$ cat src/rtl/mem_port_arbiter_pkg.sv
// mem_port_arbiter_pkg
//   Shared types and helpers for the memory-port arbiter:
//   - arb_state_t   : arbiter FSM states (IDLE / OWN / DRAIN)
//   - req_id_width  : requester-id width, $clog2(n) but never below 1
//   - addr_slice /
//     data_slice    : pick requester idx's field out of a packed bus
package mem_port_arbiter_pkg;

   typedef enum logic [1:0] {
      ST_IDLE  = 2'd0,
      ST_OWN   = 2'd1,
      ST_DRAIN = 2'd2
   } arb_state_t;

   // Widest packed bus / single field the slice helpers accept.
   localparam int unsigned PACKED_MAX = 4096;
   localparam int unsigned SLICE_MAX  = 256;

   function automatic int unsigned req_id_width(input int unsigned n);
      return (n > 2) ? $clog2(n) : 1;
   endfunction

   // Callers truncate the result to their own field width.
   function automatic logic [SLICE_MAX-1:0] addr_slice(input logic [PACKED_MAX-1:0] bus,
                                                       input int unsigned idx,
                                                       input int unsigned width);
      return SLICE_MAX'(bus >> (idx * width));
   endfunction

   function automatic logic [SLICE_MAX-1:0] data_slice(input logic [PACKED_MAX-1:0] bus,
                                                       input int unsigned idx,
                                                       input int unsigned width);
      return SLICE_MAX'(bus >> (idx * width));
   endfunction

endpackage

$ cat src/rtl/mem_port_arbiter_if.sv
// mem_port_arbiter_if
//   Requester/memory-side bundle of the memory-port arbiter.
//   Requester side : in_req, in_read_en, in_write_en, in_address, in_data
//   Memory side    : out_mem_address, out_mem_data, out_mem_read_en, out_mem_write_en
//   Status         : out_grant, out_rdata_valid, out_busy
//   Modports: master (requesters + memory model), slave (arbiter).
interface mem_port_arbiter_if
   import mem_port_arbiter_pkg::*;
#(
   parameter int NUM_REQ    = 4,
   parameter int ADDR_WIDTH = 10,
   parameter int DATA_WIDTH = 96
);
   logic [NUM_REQ-1:0]            in_req;
   logic [NUM_REQ-1:0]            in_read_en;
   logic [NUM_REQ-1:0]            in_write_en;
   logic [NUM_REQ*ADDR_WIDTH-1:0] in_address;
   logic [NUM_REQ*DATA_WIDTH-1:0] in_data;
   logic [NUM_REQ-1:0]            out_grant;
   logic [ADDR_WIDTH-1:0]         out_mem_address;
   logic [DATA_WIDTH-1:0]         out_mem_data;
   logic                          out_mem_read_en;
   logic                          out_mem_write_en;
   logic [NUM_REQ-1:0]            out_rdata_valid;
   logic                          out_busy;

   modport master (
      output in_req, in_read_en, in_write_en, in_address, in_data,
      input  out_grant, out_mem_address, out_mem_data, out_mem_read_en,
             out_mem_write_en, out_rdata_valid, out_busy
   );

   modport slave (
      input  in_req, in_read_en, in_write_en, in_address, in_data,
      output out_grant, out_mem_address, out_mem_data, out_mem_read_en,
             out_mem_write_en, out_rdata_valid, out_busy
   );
endinterface

$ cat src/rtl/mem_port_arbiter_rr_pick.sv
// mem_port_arbiter_rr_pick
//   Combinational rotating-priority picker: first set bit of req at or
//   after ptr, wrapping around.
//   req    : request vector
//   ptr    : highest-priority requester index
//   onehot : selected requester (one-hot, zero when nothing requested)
//   id     : selected requester index
//   found  : some request was selected
module mem_port_arbiter_rr_pick
   import mem_port_arbiter_pkg::*;
#(
   parameter int NUM_REQ  = 4,
   parameter int ID_WIDTH = 2
) (
   input  logic [NUM_REQ-1:0]  req,
   input  logic [ID_WIDTH-1:0] ptr,
   output logic [NUM_REQ-1:0]  onehot,
   output logic [ID_WIDTH-1:0] id,
   output logic                found
);
   logic [ID_WIDTH-1:0] idx;

   always_comb begin
      onehot = '0;
      id     = '0;
      found  = 1'b0;
      idx    = '0;
      for (int unsigned k = 0; k < NUM_REQ; k++) begin
         idx = ID_WIDTH'((32'(ptr) + k) % NUM_REQ);
         if (!found && req[idx]) begin
            onehot[idx] = 1'b1;
            id          = idx;
            found       = 1'b1;
         end
      end
   end
endmodule

$ cat src/rtl/mem_port_arbiter.sv
// mem_port_arbiter
//   Shares one memory port among NUM_REQ requesters. Rotating priority,
//   bounded hold time (MAX_HOLD), owner-only muxing onto the memory, and
//   read-valid strobes routed back to the issuing requester READ_LATENCY
//   cycles after the read. Outstanding reads drain before re-arbitration.
//   in_clk   : clock, rising edge
//   in_reset : synchronous active-high reset
//   bus      : slave side of mem_port_arbiter_if (requests, strobes,
//              packed address/data in; grant, memory port, valids, busy out)
module mem_port_arbiter
   import mem_port_arbiter_pkg::*;
#(
   parameter int NUM_REQ      = 4,
   parameter int ADDR_WIDTH   = 10,
   parameter int DATA_WIDTH   = 96,
   parameter int MAX_HOLD     = 16,
   parameter int READ_LATENCY = 1
) (
   input logic                in_clk,
   input logic                in_reset,
   mem_port_arbiter_if.slave  bus
);
   localparam int ID_W   = req_id_width(NUM_REQ);
   localparam int HOLD_W = $clog2(MAX_HOLD + 1);

   arb_state_t          state, state_nx;
   logic [NUM_REQ-1:0]  grant, grant_nx;
   logic [ID_W-1:0]     owner, owner_nx;
   logic [ID_W-1:0]     ptr, ptr_nx;
   logic [HOLD_W-1:0]   hold, hold_nx;

   logic [NUM_REQ-1:0]  pick_onehot;
   logic [ID_W-1:0]     pick_id;
   logic                pick_found;

   // Read tracking: stage k holds the read issued k+1 cycles ago.
   logic [READ_LATENCY-1:0] trk_valid;
   logic [ID_W-1:0]         trk_id [READ_LATENCY];

   logic owning;
   logic owner_req;
   logic others_req;

   assign owning     = (state == ST_OWN);
   assign owner_req  = bus.in_req[owner];
   assign others_req = |(bus.in_req & ~grant);

   mem_port_arbiter_rr_pick #(
      .NUM_REQ  (NUM_REQ),
      .ID_WIDTH (ID_W)
   ) u_pick (
      .req    (bus.in_req),
      .ptr    (ptr),
      .onehot (pick_onehot),
      .id     (pick_id),
      .found  (pick_found)
   );

   always_ff @(posedge in_clk) begin
      if (in_reset) begin
         state <= ST_IDLE;
         grant <= '0;
         owner <= '0;
         ptr   <= '0;
         hold  <= '0;
      end else begin
         state <= state_nx;
         grant <= grant_nx;
         owner <= owner_nx;
         ptr   <= ptr_nx;
         hold  <= hold_nx;
      end
   end

   always_comb begin
      state_nx = state;
      grant_nx = grant;
      owner_nx = owner;
      ptr_nx   = ptr;
      hold_nx  = hold;
      case (state)
         ST_IDLE: begin
            if (pick_found) begin
               state_nx = ST_OWN;
               grant_nx = pick_onehot;
               owner_nx = pick_id;
               hold_nx  = HOLD_W'(1);
            end
         end
         ST_OWN: begin
            if (!owner_req || (hold == HOLD_W'(MAX_HOLD) && others_req)) begin
               state_nx = ST_DRAIN;
               grant_nx = '0;
               ptr_nx   = (32'(owner) == NUM_REQ - 1) ? '0 : owner + ID_W'(1);
            end else if (hold != HOLD_W'(MAX_HOLD)) begin
               hold_nx = hold + HOLD_W'(1);
            end
         end
         ST_DRAIN: begin
            if (trk_valid == '0) begin
               state_nx = ST_IDLE;
            end
         end
         default: state_nx = ST_IDLE;
      endcase
   end

   // Memory port: only the owner's lines pass; write beats a same-cycle read.
   always_comb begin
      bus.out_mem_address  = '0;
      bus.out_mem_data     = '0;
      bus.out_mem_read_en  = 1'b0;
      bus.out_mem_write_en = 1'b0;
      if (owning) begin
         bus.out_mem_address  = ADDR_WIDTH'(addr_slice(PACKED_MAX'(bus.in_address), 32'(owner), ADDR_WIDTH));
         bus.out_mem_data     = DATA_WIDTH'(data_slice(PACKED_MAX'(bus.in_data), 32'(owner), DATA_WIDTH));
         bus.out_mem_write_en = bus.in_write_en[owner];
         bus.out_mem_read_en  = bus.in_read_en[owner] & ~bus.in_write_en[owner];
      end
   end

   always_ff @(posedge in_clk) begin
      if (in_reset) begin
         trk_valid <= '0;
         for (int unsigned k = 0; k < READ_LATENCY; k++) begin
            trk_id[k] <= '0;
         end
      end else begin
         trk_valid[0] <= bus.out_mem_read_en;
         trk_id[0]    <= owner;
         for (int unsigned k = 1; k < READ_LATENCY; k++) begin
            trk_valid[k] <= trk_valid[k-1];
            trk_id[k]    <= trk_id[k-1];
         end
      end
   end

   always_comb begin
      bus.out_rdata_valid = '0;
      if (trk_valid[READ_LATENCY-1]) begin
         bus.out_rdata_valid = NUM_REQ'(1) << trk_id[READ_LATENCY-1];
      end
   end

   assign bus.out_grant = grant;
   assign bus.out_busy  = (state != ST_IDLE);

endmodule

$ cat src/flat_wrapper.sv
// flat-port wrapper written by rule: the top's interface ports become plain ports
module mem_port_arbiter_flat import mem_port_arbiter_pkg::*;
#(
   parameter int NUM_REQ      = 4,
   parameter int ADDR_WIDTH   = 10,
   parameter int DATA_WIDTH   = 96,
   parameter int MAX_HOLD     = 16,
   parameter int READ_LATENCY = 1
)
  (in_clk, in_reset, bus_in_req, bus_in_read_en, bus_in_write_en, bus_in_address, bus_in_data, bus_out_grant, bus_out_mem_address, bus_out_mem_data, bus_out_mem_read_en, bus_out_mem_write_en, bus_out_rdata_valid, bus_out_busy);
  mem_port_arbiter_if #(.NUM_REQ(NUM_REQ), .ADDR_WIDTH(ADDR_WIDTH), .DATA_WIDTH(DATA_WIDTH)) bus_i ();
  input logic in_clk;
  input logic in_reset;
  input wire logic [$bits(bus_i.in_req)-1:0] bus_in_req;
  input wire logic [$bits(bus_i.in_read_en)-1:0] bus_in_read_en;
  input wire logic [$bits(bus_i.in_write_en)-1:0] bus_in_write_en;
  input wire logic [$bits(bus_i.in_address)-1:0] bus_in_address;
  input wire logic [$bits(bus_i.in_data)-1:0] bus_in_data;
  output wire logic [$bits(bus_i.out_grant)-1:0] bus_out_grant;
  output wire logic [$bits(bus_i.out_mem_address)-1:0] bus_out_mem_address;
  output wire logic [$bits(bus_i.out_mem_data)-1:0] bus_out_mem_data;
  output wire logic [$bits(bus_i.out_mem_read_en)-1:0] bus_out_mem_read_en;
  output wire logic [$bits(bus_i.out_mem_write_en)-1:0] bus_out_mem_write_en;
  output wire logic [$bits(bus_i.out_rdata_valid)-1:0] bus_out_rdata_valid;
  output wire logic [$bits(bus_i.out_busy)-1:0] bus_out_busy;
  assign bus_i.in_req = bus_in_req;
  assign bus_i.in_read_en = bus_in_read_en;
  assign bus_i.in_write_en = bus_in_write_en;
  assign bus_i.in_address = bus_in_address;
  assign bus_i.in_data = bus_in_data;
  assign bus_out_grant = bus_i.out_grant;
  assign bus_out_mem_address = bus_i.out_mem_address;
  assign bus_out_mem_data = bus_i.out_mem_data;
  assign bus_out_mem_read_en = bus_i.out_mem_read_en;
  assign bus_out_mem_write_en = bus_i.out_mem_write_en;
  assign bus_out_rdata_valid = bus_i.out_rdata_valid;
  assign bus_out_busy = bus_i.out_busy;
  mem_port_arbiter #(.NUM_REQ(NUM_REQ), .ADDR_WIDTH(ADDR_WIDTH), .DATA_WIDTH(DATA_WIDTH), .MAX_HOLD(MAX_HOLD), .READ_LATENCY(READ_LATENCY)) u_core (.in_clk(in_clk), .in_reset(in_reset), .bus(bus_i));
endmodule
$ cat config.mk
export PLATFORM = sky130hd
export DESIGN_NAME = mem_port_arbiter_flat
export DESIGN_NICKNAME = d
export VERILOG_FILES = /design/src/rtl/mem_port_arbiter_pkg.sv /design/src/rtl/mem_port_arbiter_if.sv /design/src/rtl/mem_port_arbiter_rr_pick.sv /design/src/rtl/mem_port_arbiter.sv /design/src/flat_wrapper.sv
export SDC_FILE = /design/constraint.sdc
export NUM_CORES = 1
export LEC_CHECK = 0
export CAP_MARGIN = 10
export CORE_AREA = 5 5 215 217
export CTS_BUF_LIST = sky130_fd_sc_hd__clkbuf_16
export CTS_CLUSTER_SIZE = 12
export DETAILED_ROUTE_END_ITERATION = 8
export DIE_AREA = 0 0 220 222
export REMOVE_ABC_BUFFERS = 1
export SLEW_MARGIN = 10
export SYNTH_ARGS = -nofsm -noshare
export SYNTH_HDL_FRONTEND = slang
export SYNTH_SLANG_ARGS = --single-unit
$ cat constraint.sdc
create_clock -name in_clk -period 2.95 [get_ports in_clk]
set_input_delay 0.59 -clock in_clk [delete_from_list [all_inputs] [get_ports in_clk]]
set_output_delay 0.59 -clock in_clk [all_outputs]
set_load 0.05 [all_outputs]
After elaboration in Yosys (flattened, before gate mapping)
Memory sizes are Yosys's and may differ from the RTL's.
Index checks and enable logic that the tools add are counted.
Widths: inputs -> output; s select.
- memory bits (writable): 2
- input bits: 438
- bits in read-only memories: 0
- bits in registers: 16
- latch bits: 0
- word-level logic and storage cells: 122
- memories: 1
- memories (memory ; depth ; width ; rd ports ; clocked after Yosys merged registers in ; write ports ; RTL line ; source):
    u_core.trk_id ; 1 ; 2 ; 1 ; 0 ; 1 ; mem_port_arbiter.sv:38 ; logic [ID_W-1:0] trk_id [READ_LATENCY];
- bitwise gates (word level): 7
- add/subtract/negate cells: 5
- multiply operators: 2
- equality and inequality tests: 10
- reductions and logical operators: 23
- mux-type cells: 56
- magnitude comparators: 9
- shift operators: 3
- divide/modulo/power cells: 0
- operators with widths (cell ; count):
    $shr 384x9->96 ; 1
    $mux 96 ; 1
    $shr 40x6->10 ; 1
    $mux 4 ; 7
    $mux 1 ; 21
    $mux 2 ; 9
    $lt 2x3->1 const B ; 5
    $mux 5 ; 3
    $bmux 1 s2 ; 7
    $or 4x4->4 ; 3
    $mux 10 ; 1
    $pmux 5 s2 ; 1
    $demux 1 s2 ; 4
    $ge 2x1->1 const B ; 4
    $logic_and 1x1->1 ; 8
    $ne 2x2->1 const B ; 4
    $pmux 4 s2 ; 1
    $pmux 2 s3 ; 1
    $reduce_and 3->1 ; 2
    $add 5x1->5 const B ; 1
    $eq 5x5->1 const B ; 1
    $mul 2x3->5 const B ; 1
    $ne 5x5->1 const B ; 1
    $add 2x1->2 const B ; 2
    18 further kinds ; 25

Logic depth before layout (Yosys ltp)
- word-level depth: 14
- depth in mapped cells: 9
- mapped depth without buffers: 7

By module
From an unflattened synthesis, not the netlist that was laid out.
- cell total of the unflattened synthesis: 395
- area, all modules: 4580.6 um^2
- by module, submodules not included (module ; instances ; cells an instance ; area an instance (um^2)):
    mem_port_arbiter ; 1 ; 350 ; 4157.7
    mem_port_arbiter_rr_pick ; 1 ; 45 ; 422.9

Worst setup path before layout
OpenSTA, ideal clock, no wires.
- kind: register to output
- start: register u_core.owner[0]
- end: output bus_out_mem_read_en
- arrival time: 2.318 ns
- cell stages (with the launch flop): 5
- slack: 0.042 ns
- cell sequence: dfxtp_1 > clkbuf_1 > buf_2 > mux4_2 > nor3_1
- word-level cells in the longest chain between the ends: 5
- elaborated cells on any way between the ends: 7
- ends and longest elaborated chain (item ; RTL line ; source):
    from (decl) ; mem_port_arbiter.sv:28 ; logic [ID_W-1:0] owner, owner_nx;
    from (signal assigned) ; mem_port_arbiter.sv:69 ; owner <= owner_nx;
    $bmux 1 s2 ; mem_port_arbiter.sv:118 ; bus.out_mem_read_en = bus.in_read_en[owner] & ~bus.in_write_en[owner];
    $mux 1 (implied by the code) ; mem_port_arbiter.sv:118 ;
    $not 1->1 ; mem_port_arbiter.sv:118 ;
    $and 1x1->1 (*) ; mem_port_arbiter.sv:118 ;
    $mux 1 (*) ; mem_port_arbiter.sv:114 ; if (owning) begin
    to (decl) ; flat_wrapper.sv:22 ; output wire logic [$bits(bus_i.out_mem_read_en)-1:0] bus_out_mem_read_en;
Mark *: on every way between the ends. The rest lies on a longest branch, timed or not. The select of a mux whose other input is x is not followed.

Final worst setup path
- start: register u_core.owner[0]
- end: output bus_out_mem_data[23]
- word-level cells in the longest chain between the ends: 3
- ends and longest elaborated chain (item ; RTL line ; source):
    $mul 2x2->4 ; mem_port_arbiter_pkg.sv:33 ; return SLICE_MAX'(bus >> (idx * width));
    $shr 384x9->96 ; mem_port_arbiter_pkg.sv:33 ;
    $mux 96 ; mem_port_arbiter.sv:114 ;
    to (decl) ; flat_wrapper.sv:21 ; output wire logic [$bits(bus_i.out_mem_data)-1:0] bus_out_mem_data;
Every way passes these cells.

==> reports/results.txt <==
average size of a mapped cell = 11.6 µm²
CP Capture Type = primary output
H-tree Lvls = 1
Post-CTS Hold Fix Bufs = 0
fmax = 372 MHz
first-pass GRT wire length = 46000 µm
synth unique cells = 46
most frequent cells in the layout = clkdlybuf4s50_1, mux4_2, and2_1
Crit Path Max Fanout = 15
register bit count reported by yosys = 18
mux contribution to synthesized area = 0.568
nets@finish = 1373
final non-filler cell total = 1518
die footprint = 48800 µm²
Power Total = 6.82 mW
initial antenna violation count = 4
CTS tree = done
Setup TNS = 0 ns
routed length per instance = 22.7 µm
critical path class = flip-flop to primary output
Seq pwr share = 0.059
status = complete, no violations
Clock Sinks = 18
EDFF count, synth = 0
DRC Markers = 0
port bufs = 554
worst path arrival time = 2.10 ns
DRT antenna net count = 0
core area = 43900 µm²
io pins = 555
Placed Cells incl. Taps = 1512
simple-gate area share of the yosys netlist = 0.221
met2 GRT Util = 0.223
post-CTS setup buffer count = 0
vias in the first global route = 6132
sw power = 3.53 mW
worst endpoint required time = 2.36 ns
total grt overflow = 0
XOR/XNOR Fraction of Synth Area = 0.00579
initial core utilization = 0.103
Skew-Pair Late Insertion Delay = 0.25 ns
commonest non-fill, non-tap cell in the layout = clkdlybuf4s50_1
complex-gate fraction of the synthesized area = 0.0518
Placed Area = 10900 µm²
die width = 220 µm
die height = 222 µm
Via density = 3.86
TritonCTS buffer count = 3
largest family of logic cells by synthesized area = multiplexers
RSZ-0062 raised after global routing = false
PwrDens = 622 nW/µm²
largest net degree at the start of global routing = 71
Global Route Usage Sum = 0.127
DP HPWL = 30100 µm
Synth area leaders = mux4_2, and2_1, dfxtp_1, ha_1, clkbuf_1
Final Cycle Share = 0.912
Synth warnings = 0
WHS Path Cells = 2
async set-reset flop share out of synthesis = 0
Lkg Pwr = 3.91 nW
Clock Tree Buf Depth = 2
Worst Tran Pin Value = 0.764 ns
Final Hold Vio Count = 0
synthesized area = 4540 µm²
DR iter-0 viols = 270
Cells after Synth = 391
Tmin final = 2.69 ns
share of post-route cells with drive strength above 1 = 0.275
combinational power share = 0.901
Synth top area share = 0.551
Synth area leader = mux4_2
R2R depth = 7
post-route clock skew = 0.00212 ns
total wire length = 34400 µm
Seq/Total Area, Yosys = 0.0794
Layout area overhead = 142%
GP Congestion = 0.877
worst vdd ir = 0.000324 V
sw frac = 0.517
final core utilization = 0.250
M3 GR Usage = 0.0385
Int Pwr = 3.29 mW
clk slew on worst S/H paths = 0.05 ns
Slew Viols, Final = 0
Slew headroom = 0.489
worst hold slack = 0.535 ns
Final setup viols = 0
Clk network pwr share = 0.040
worst slack at placement = 0.214 ns
global routing usage on met1 = 0.159
fin worst setup slack = 0.260 ns
top_reg_cell synth = dfxtp_1
DRT Pass-1 Iters = 5
post_cts resized = 0
post-synthesis adder-cell area fraction = 0.0276
row count = 77
Final Instance Area = 11000 µm²
max cap viols = 0
vias = 5858
Startpoint Class = flip-flop
worst min path class = flip-flop to flip-flop
CTS root buf = clkbuf_16
GRT Max-Usage Layer = met2
power by group through the flow:
stage / registers [mW] / logic, mW / clock network (mW)
floorplan: 0.793 / 3.58 / 0
detailed placement: 0.408 / 6.23 / 0
CTS: 0.405 / 6.27 / 0.277
global placement: 0.410 / 6.24 / 0
global route: 0.410 / 6.50 / 0.285
finish: 0.401 / 6.15 / 0.273
kinds of logic after synthesis:
| family | count (synthesis) |
|---|---|
| AOI/OAI and AO/OA | 34 |
| xor gates and xnor gates | 3 |
| adders and majority gates | 10 |
| buffers and inverters | 48 |
| DFF | 18 |
| muxes | 117 |
| and+or+nand+nor | 161 |
flip-flops by register name (all words and copies together) (netlist names):
| name | cells |
|---|---|
| u_core.ptr | 2 |
| u_core.trk_id | 2 |
| u_core.state | 2 |
| u_core.bus.out_grant | 4 |
| u_core.owner | 2 |
| u_core.hold | 5 |
| u_core.trk_valid | 1 |
layout make-up:
| type | count | area, µm² |
|---|---|---|
| Fill cell | 4694 | 33000 |
| Clock inverter | 1 | 3.75 |
| Clock buffer | 3 | 75.1 |
| Tap cell | 592 | 741 |
| Antenna cell | 2 | 5.00 |
| Sequential cell | 18 | 368 |
| Multi-Input combinational cell | 325 | 3970 |
| Inverter | 4 | 15.0 |
| Timing Repair Buffer | 573 | 5790 |
Yosys cell counts (5+ instances only):
| master | number |
|---|---|
| a21oi_1 | 13 |
| mux4_2 | 111 |
| buf_2 | 14 |
| nor2_1 | 8 |
| and2_1 | 107 |
| ha_1 | 10 |
| nand2_1 | 6 |
| dfxtp_1 | 18 |
| nand2b_1 | 5 |
| clkbuf_1 | 20 |
| nor2b_1 | 6 |
| buf_1 | 7 |
| nor3_1 | 5 |
worst max-delay path, cell delays in order (launching register included):
cell and delay [ns]:
dfxtp_4 0.48, buf_12 0.22, buf_12 0.19, mux4_2 0.52, and2_1 0.21, buf_4 0.20
metal layers:
| layer | vias to the layer above | part of all wire |
|---|---|---|
| li1 | 2628 | - |
| met1 | 2917 | 0.40 |
| met2 | 297 | 0.49 |
| met3 | 16 | 0.094 |
| met4 | 0 | 0.013 |
| met5 | - | 0 |
final timing paths:
kind / start / endpoint / slack (ns)
worst max-delay path: u_core.owner[0] / bus_out_mem_data[23] / 0.26
worst min-delay path: u_core.trk_valid / u_core.state[1] / 0.53
worst max register to register: u_core.ptr[1] / u_core.hold[1] / 0.52
worst min register to register: u_core.trk_valid / u_core.state[1] / 0.53
Power figures use the tool's default switching activity.
